File: src/rtl/demux1to4_8b_buf_pkg.sv
// demux1to4_8b_buf_pkg: shared widths and select decode for the buffered 1:4 demux
package demux1to4_8b_buf_pkg;

    localparam int DEMUX_WIDTH  = 8;
    localparam int DEMUX_NPORTS = 4;
    localparam int DEMUX_SELW   = 2;

    function automatic logic [DEMUX_NPORTS-1:0] sel_decode(input logic [DEMUX_SELW-1:0] s);
        sel_decode = '0;
        sel_decode[s] = 1'b1;
    endfunction

endpackage

File: src/rtl/demux1to4_8b_buf_if.sv
// demux1to4_8b_buf_if: input valid/ready bus plus four output slot ports; in_bcast only with DEMUX_BCAST_EN
interface demux1to4_8b_buf_if
    import demux1to4_8b_buf_pkg::*;
#(
    parameter int WIDTH = DEMUX_WIDTH
);

    logic                    in_valid;
    logic                    in_ready;
    logic [WIDTH-1:0]        in_data;
    logic [DEMUX_SELW-1:0]   in_sel;
`ifdef DEMUX_BCAST_EN
    logic                    in_bcast;
`endif
    logic [DEMUX_NPORTS-1:0] out_valid;
    logic [DEMUX_NPORTS-1:0] out_ready;
    logic [WIDTH-1:0]        out_data0;
    logic [WIDTH-1:0]        out_data1;
    logic [WIDTH-1:0]        out_data2;
    logic [WIDTH-1:0]        out_data3;

`ifdef DEMUX_BCAST_EN
    modport master (
        output in_valid, in_data, in_sel, in_bcast, out_ready,
        input  in_ready, out_valid, out_data0, out_data1, out_data2, out_data3
    );
    modport slave (
        input  in_valid, in_data, in_sel, in_bcast, out_ready,
        output in_ready, out_valid, out_data0, out_data1, out_data2, out_data3
    );
`else
    modport master (
        output in_valid, in_data, in_sel, out_ready,
        input  in_ready, out_valid, out_data0, out_data1, out_data2, out_data3
    );
    modport slave (
        input  in_valid, in_data, in_sel, out_ready,
        output in_ready, out_valid, out_data0, out_data1, out_data2, out_data3
    );
`endif

endinterface

File: src/rtl/demux1to4_8b_buf_slot.sv
// demux_slot: single-entry valid/ready buffer; a fill in the same cycle as a drain keeps it full
module demux_slot #(
    parameter int WIDTH = 8
) (
    input  logic             clk,
    input  logic             rst_n,
    input  logic             fill_i,
    input  logic [WIDTH-1:0] data_i,
    input  logic             ready_i,
    output logic             valid_o,
    output logic [WIDTH-1:0] data_o,
    output logic             ready_o
);

    logic             full_q, full_d;
    logic [WIDTH-1:0] data_q, data_d;

    // next state: fill wins over drain; a drain leaves the data register untouched
    always_comb begin
        full_d = fill_i ? 1'b1 : (full_q & ready_i) ? 1'b0 : full_q;
        data_d = fill_i ? data_i : data_q;
    end

    // slot state register, cleared asynchronously
    always_ff @(posedge clk or negedge rst_n) begin
        if (!rst_n) begin
            full_q <= 1'b0;
            data_q <= '0;
        end else begin
            full_q <= full_d;
            data_q <= data_d;
        end
    end

    assign valid_o = full_q;
    assign data_o  = data_q;
    assign ready_o = ~full_q | ready_i;

endmodule

File: src/rtl/demux1to4_8b_buf.sv
// demux1to4_8b_buf: steers each accepted word into one of four single-entry slots; DEMUX_BCAST_EN adds broadcast
module demux1to4_8b_buf
    import demux1to4_8b_buf_pkg::*;
#(
    parameter int WIDTH = DEMUX_WIDTH
) (
    input logic               clk,
    input logic               rst_n,
    demux1to4_8b_buf_if.slave bus
);

    logic [DEMUX_NPORTS-1:0] dest;
    logic [DEMUX_NPORTS-1:0] slot_rdy;
    logic [DEMUX_NPORTS-1:0] slot_vld;
    logic [DEMUX_NPORTS-1:0] fill;
    logic [WIDTH-1:0]        slot_data [DEMUX_NPORTS];
    logic                    in_rdy;

    // destination decode and accept decision; a broadcast needs every slot able to take the word
    always_comb begin
`ifdef DEMUX_BCAST_EN
        dest   = bus.in_bcast ? '1 : sel_decode(bus.in_sel);
        in_rdy = rst_n & (bus.in_bcast ? &slot_rdy : slot_rdy[bus.in_sel]);
`else
        dest   = sel_decode(bus.in_sel);
        in_rdy = rst_n & slot_rdy[bus.in_sel];
`endif
        fill   = dest & {DEMUX_NPORTS{bus.in_valid & in_rdy}};
    end

    for (genvar k = 0; k < DEMUX_NPORTS; k++) begin : g_slot
        demux_slot #(.WIDTH(WIDTH)) u_slot (
            .clk     (clk),
            .rst_n   (rst_n),
            .fill_i  (fill[k]),
            .data_i  (bus.in_data),
            .ready_i (bus.out_ready[k]),
            .valid_o (slot_vld[k]),
            .data_o  (slot_data[k]),
            .ready_o (slot_rdy[k])
        );
    end

    assign bus.in_ready  = in_rdy;
    assign bus.out_valid = slot_vld;
    assign bus.out_data0 = slot_data[0];
    assign bus.out_data1 = slot_data[1];
    assign bus.out_data2 = slot_data[2];
    assign bus.out_data3 = slot_data[3];

endmodule

File: src/flat_wrapper.sv
// flat-port wrapper written by rule: the top's interface ports become plain ports
module demux1to4_8b_buf_flat import demux1to4_8b_buf_pkg::*;
#(
    parameter int WIDTH = DEMUX_WIDTH
)
  (clk, rst_n, bus_in_valid, bus_in_data, bus_in_sel, bus_out_ready, bus_in_ready, bus_out_valid, bus_out_data0, bus_out_data1, bus_out_data2, bus_out_data3);
  demux1to4_8b_buf_if #(.WIDTH(WIDTH)) bus_i ();
  input logic clk;
  input logic rst_n;
  input wire logic [$bits(bus_i.in_valid)-1:0] bus_in_valid;
  input wire logic [$bits(bus_i.in_data)-1:0] bus_in_data;
  input wire logic [$bits(bus_i.in_sel)-1:0] bus_in_sel;
  input wire logic [$bits(bus_i.out_ready)-1:0] bus_out_ready;
  output wire logic [$bits(bus_i.in_ready)-1:0] bus_in_ready;
  output wire logic [$bits(bus_i.out_valid)-1:0] bus_out_valid;
  output wire logic [$bits(bus_i.out_data0)-1:0] bus_out_data0;
  output wire logic [$bits(bus_i.out_data1)-1:0] bus_out_data1;
  output wire logic [$bits(bus_i.out_data2)-1:0] bus_out_data2;
  output wire logic [$bits(bus_i.out_data3)-1:0] bus_out_data3;
  assign bus_i.in_valid = bus_in_valid;
  assign bus_i.in_data = bus_in_data;
  assign bus_i.in_sel = bus_in_sel;
  assign bus_i.out_ready = bus_out_ready;
  assign bus_in_ready = bus_i.in_ready;
  assign bus_out_valid = bus_i.out_valid;
  assign bus_out_data0 = bus_i.out_data0;
  assign bus_out_data1 = bus_i.out_data1;
  assign bus_out_data2 = bus_i.out_data2;
  assign bus_out_data3 = bus_i.out_data3;
  demux1to4_8b_buf #(.WIDTH(WIDTH)) u_core (.clk(clk), .rst_n(rst_n), .bus(bus_i));
endmodule
File: config.mk
export PLATFORM = sky130hd
export DESIGN_NAME = demux1to4_8b_buf_flat
export DESIGN_NICKNAME = d
export VERILOG_FILES = /design/src/rtl/demux1to4_8b_buf_pkg.sv /design/src/rtl/demux1to4_8b_buf_if.sv /design/src/rtl/demux1to4_8b_buf_slot.sv /design/src/rtl/demux1to4_8b_buf.sv /design/src/flat_wrapper.sv
export SDC_FILE = /design/constraint.sdc
export NUM_CORES = 1
export LEC_CHECK = 0
export CAP_MARGIN = 20
export CELL_PAD_IN_SITES_DETAIL_PLACEMENT = 1
export CELL_PAD_IN_SITES_GLOBAL_PLACEMENT = 1
export CORE_UTILIZATION = 31
export CTS_BUF_LIST = sky130_fd_sc_hd__clkbuf_16
export CTS_CLUSTER_SIZE = 28
export DETAILED_ROUTE_END_ITERATION = 7
export PLACE_DENSITY_LB_ADDON = 0.1
export SKIP_LAST_GASP = 1
export SYNTH_ARGS = -nofsm -noshare
export SYNTH_HDL_FRONTEND = slang
export SYNTH_SLANG_ARGS = --single-unit
File: constraint.sdc
create_clock -name clk -period 1.4 [get_ports clk]
set_input_delay 0.42 -clock clk [delete_from_list [all_inputs] [get_ports clk]]
set_output_delay 0.42 -clock clk [all_outputs]
set_load 0.01 [all_outputs]
Yosys cells after proc, flatten, opt, wreduce, memory -nomap -nowiden
Index checks and enable logic that the tools add are counted.
{ "totals": {"register_bits": 36, "inputBits": 17, "output_inout_bits": 37, "word_cells": 42} }
{ "classes": {"n_lt_le_gt_ge": 2, "n_mux": 12, "bitwise": 15, "reduce_logical": 5} }
{ "ops": {"columns": ["cell", "n"], "rows": [
  ["$mux 1", 10],
  ["$reduce_bool 2->1", 4],
  ["$and 1x1->1", 6],
  ["$and 4x4->4", 1],
  ["$not 1->1", 4],
  ["$or 1x1->1", 4],
  ["$lt 2x3->1 const B", 1],
  ["$bmux 1 s2", 1],
  ["$demux 1 s2", 1],
  ["$ge 2x1->1 const B", 1],
  ["$logic_and 1x1->1", 1]
]} }

Logic depth before layout (Yosys ltp)
{ "depth": {"ltp_word": 8, "mapped_depth": 4, "ltp_nobuf": 3} }

Cells and area by module
Synthesis repeated with hierarchy kept, for this count alone.
{ "unflattened": {"cells_unflattened": 90, "area_unflattened_um2": 1546.5} }
{ "by_module_without_submodules": {"columns": ["mod", "n_inst", "cells_per_inst", "area_each_um2", "seq_area_each_um2"], "rows": [
  ["demux_slot", 4, 20, 369.1, 225.2],
  ["demux1to4_8b_buf", 1, 10, 70.1, 0.0]
]} }

Least setup slack after synthesis
Ideal clock, no wire load.
{ "synth_path": {"path_type": "input-to-reg", "startpoint": "input port bus_in_sel[1]", "endpoint": "register u_core.g_slot[2].u_slot.data_q[0]", "arrival_time_ps": 1446, "path_slack_ps": -171, "path_stages": 4, "path_buffers": 1, "path_cell_list": "buf_4 > and3_2 > nor3b_4 > mux2_2"} }
{ "synth_via": {"elab_chain_len": 5, "word_cells_on_any_way": 10, "cone_classes": "order compare: 2; mux: 4; bitwise: 3; reduce/logical: 1"} }
{ "synth_rtl": {"columns": ["item", "line", "source"], "rows": [
  ["start, declared", "flat_wrapper.sv:12", "input wire logic [$bits(bus_i.in_sel)-1:0] bus_in_sel;"],
  ["$lt 2x3->1 (not written as such) (tied with other cells)", "demux1to4_8b_buf_pkg.sv:10", "sel_decode[s] = 1'b1;"],
  ["$logic_and 1x1->1 (not written as such) or $mux 1 (tied branches)", "demux1to4_8b_buf_pkg.sv:10, demux1to4_8b_buf.sv:26", null],
  ["$mux 1 (not written as such) or $and 1x1->1 (tied branches)", "demux1to4_8b_buf_pkg.sv:10, demux1to4_8b_buf.sv:26", null],
  ["$demux 1 s2 or $and 1x1->1 (tied branches)", null, null],
  ["$and 4x4->4 (*)", "demux1to4_8b_buf.sv:28", "fill = dest & {DEMUX_NPORTS{bus.in_valid & in_rdy}};"],
  ["end signal, assigned", "demux1to4_8b_buf_slot.sv:31", "data_q <= data_d;"],
  ["end, declared", "demux1to4_8b_buf_slot.sv:16", "logic [WIDTH-1:0] data_q, data_d;"]
]} }
Every way passes the cells marked *; elsewhere a longest branch is shown, timed or not. The select of a mux whose other input is x is not followed.
A chain may end at the register's enable or synchronous reset.

Final worst setup path
{ "layout_path": {"startpoint": "register u_core.g_slot[2].u_slot.full_q", "endpoint": "output port bus_in_ready"} }
{ "layout_via": {"elab_chain_len": 5} }
{ "layout_rtl": {"columns": ["item", "line", "source"], "rows": [
  ["start, declared", "demux1to4_8b_buf_slot.sv:15", "logic full_q, full_d;"],
  ["start signal, assigned", "demux1to4_8b_buf_slot.sv:30", "full_q <= full_d;"],
  ["$not 1->1", "demux1to4_8b_buf_slot.sv:37", "assign ready_o = ~full_q | ready_i;"],
  ["$or 1x1->1", "demux1to4_8b_buf_slot.sv:37", null],
  ["$bmux 1 s2", "demux1to4_8b_buf.sv:26", "in_rdy = rst_n & slot_rdy[bus.in_sel];"],
  ["$mux 1 (not written as such)", "demux1to4_8b_buf.sv:26", null],
  ["$and 1x1->1", "demux1to4_8b_buf.sv:26", null],
  ["end, declared", "flat_wrapper.sv:14", "output wire logic [$bits(bus_i.in_ready)-1:0] bus_in_ready;"]
]} }
No other way between the ends. The select of a mux whose other input is x is not followed.

==> reports/metrics.yaml <==
coreArea_mm2: 0.004444
min_period_ns: 1.596
status: "complete, but fails checks"
fin_nets: 188
setup_ws_ns: -0.1959
syn-num-nets: 110
yosysMostFrequentCell: "dfrtp_1"
ys.flop_type: "dfrtp_1"
drv_cap: 0
maxSlewHeadroom_pct: 80.70
total_power_w: 0.003275
synth_top_area_share_pct: 61.75
die_h_um: 70.60
drv_slew: 0
place.gp.congestion: 0.7080
ir_drop_mv: 0.6888
fin_crit_sh_pct: 114.0
dp_hpwl_mm: 2.700
row_count: 24
holdBufCountCts: 0
cts-root-buf: "clkbuf_16"
clk_latency_ns: 0.27
grt_remaining_overflow: 0
track_usage_pct: 17.12
port_buffers: 53
clk_pin_slew_worst_paths_ns: 0.05
ys_ff_latch: 36
numCtsBuffers: 5
synth-async-reset-ratio_pct: 100.0
syn_area_mm2: 0.001459
wire_per_inst_um: 17.48
antenna_cells: 0
grt_setup_unrepaired: "true"
ys_top_cells_by_count: "36 x dfrtp_1, 31 x mux2_2, 5 x buf_4"
avgViaCountPerCell: 4.670
grt_pass1_vias: 1165
die_area_mm2: 0.004984
vias: 1046
start_util_pct: 32.83
drt_first_pass_iters: 6
hold_viol_final: 0
yosys.area.top_type: "dfrtp_1"
skew_ns: 0.004102
ys_types: 20
drive_above_1_share_pct: 48.26
critical_path.endpoint_type: "primary output"
arrival_ns: 1.18
tightest_slew_ns: 0.2895
tritoncts: "yes"
yosysSeqAreaShare_pct: 61.75
fillCellCount: 431
fin_util_pct: 54.90
cts_max_path_buffers: 2
fmax_mhz: 626.6
setup_viol: 10
area_delta_synth_final_pct: 67.24
ff_latch_area_um2: 900.9
multi_input_area_um2: 661.9
first_iter_violations: 43
required_ns: 0.98
p_leak_nw: 1.200
failed_checks: "DRC, setup timing"
critical_path_class: "reg2out"
hp-class: "in2async"
drc: 8
synth.avg_cell_area_um2: 15.69
ys_top_cells_by_area: "dfrtp_1 62%, mux2_2 24%, buf_4 2.6%, nor3b_4 2.6%, nand2b_1 1.3%"
path_max_fanout: 2
synthCells: 93
cp-start-kind: "register"
htree_levels: 2
synth_edf_count: 0
die_x_um: 70.60
drtAntennaViolNets: 0
grt_antenna_before_repair: 0
ioPinCount: 54
cts_sinks: 36
grt_max_degree: 23
yosys_warnings: 0
grt_pass1_wl_mm: 6.354
powerDensity_mw_per_mm2: 1342
wl_mm: 3.916
-- worst paths after layout --
| kind | startpoint | end | slack, ns | cells past startpoint |
|---|---|---|---|---|
| setup / recovery | u_core.g_slot[2].u_slot.valid_o$_DFFE_PN0P_ | bus_in_ready | -0.20 | 4 |
| hold / removal | rst_n | u_core.g_slot[1].u_slot.valid_o$_DFFE_PN0P_ | 0.14 | 2 |
| setup reg to reg | u_core.g_slot[2].u_slot.valid_o$_DFFE_PN0P_ | u_core.g_slot[2].u_slot.data_o[4]$_DFFE_PN0P_ | -0.17 | 6 |
| hold reg to reg | u_core.g_slot[0].u_slot.data_o[1]$_DFFE_PN0P_ | u_core.g_slot[0].u_slot.data_o[1]$_DFFE_PN0P_ | 0.50 | 1 |
| max in group asynchronous | rst_n | u_core.g_slot[2].u_slot.data_o[2]$_DFFE_PN0P_ | 0.87 | 3 |
| min in group clk | u_core.g_slot[0].u_slot.data_o[1]$_DFFE_PN0P_ | u_core.g_slot[0].u_slot.data_o[1]$_DFFE_PN0P_ | 0.50 | 1 |
-- routing by layer --
| metal | vias up | GRT usage, % | share of wire [%] |
|---|---|---|---|
| met2 | 35 | 26.86 | 49 |
| li1 | 477 | - | - |
| met5 | - | 0 | 0 |
| met4 | 0 | 6.667 | 1.2 |
| met1 | 529 | 22.86 | 44 |
| met3 | 5 | 4.558 | 5.0 |
-- layout make-up --
cell class | count | area share (%)
clock buffers | 5 | 5.128
clock inverters | 3 | 0.4615
multi-input cells | 51 | 27.13
flip-flops and latches | 36 | 36.92
well taps | 52 | 2.667
repair buffers | 77 | 27.69
-- metrics by stage --
| stage | TNS, ns | area [µm²] | worst slack [ns] | std cells | hold slack (ns) |
|---|---|---|---|---|---|
| global placement | -21.13 | 2232 | -0.8436 | 212 | 0.4191 |
| CTS | -1.140 | 2435 | -0.2342 | 224 | 0.1534 |
| global route | -2.132 | 2440 | -0.2444 | 224 | 0.1467 |
| detailed placement | -21.98 | 2232 | -0.8875 | 212 | 0.4258 |
| floorplan | -1.872 | 1526 | -0.1375 | 93 | 0.1244 |
| finish | -1.497 | 2440 | -0.1959 | 224 | 0.1431 |
-- power breakdown --
group | total, W | switching, W | internal, W
registers | 0.00137 | 0.000113 | 0.00126
logic | 0.000882 | 0.000348 | 0.000534
clock network | 0.00102 | 0.000383 | 0.000639
-- logic make-up (layout without fill, tap and decap cells) --
family	Yosys count	count (layout)	synth area share, %
DFF	36	36	61.75
and+or+nand+nor	15	15	8.663
AOI/OAI and AO/OA	3	3	1.286
muxes	33	33	25.39
buffers and inverters	6	85	2.916
-- registers in the layout, indices dropped and copies added, names as in the netlist --
| register | cells |
|---|---|
| u_core.g_slot.u_slot.data_o | 32 |
| u_core.g_slot.u_slot.valid_o | 4 |
-- critical path, cell delays in order, from the launching register on --
cell       delay [ns]
dfrtp_1          0.38
nand4bb_1        0.15
o311ai_4         0.12
a21oi_2          0.11
buf_2            0.13
-- timing repair --
action,CTS,global route
setup endpoints to repair,71,29
buffers inserted,3,3
gates cloned,1,0
pin swaps,5,4
resized for setup,85,21
-- placed cells by master, fill, tap and decap left out, drive strengths merged, types with 2 or more instances in the layout --
cell | synthesis | layout
mux2 | 32 | 32
dfrtp | 36 | 36
clkbuf | 0 | 7
nand3 | 2 | 2
nand2b | 3 | 3
buf | 6 | 31
nor3b | 2 | 2
inv | 0 | 2
nand2 | 2 | 2
clkdlybuf4s15 | 0 | 6
clkdlybuf4s50 | 0 | 8
dlygate4sd2 | 0 | 30
Power figures use the tool's default switching activity.
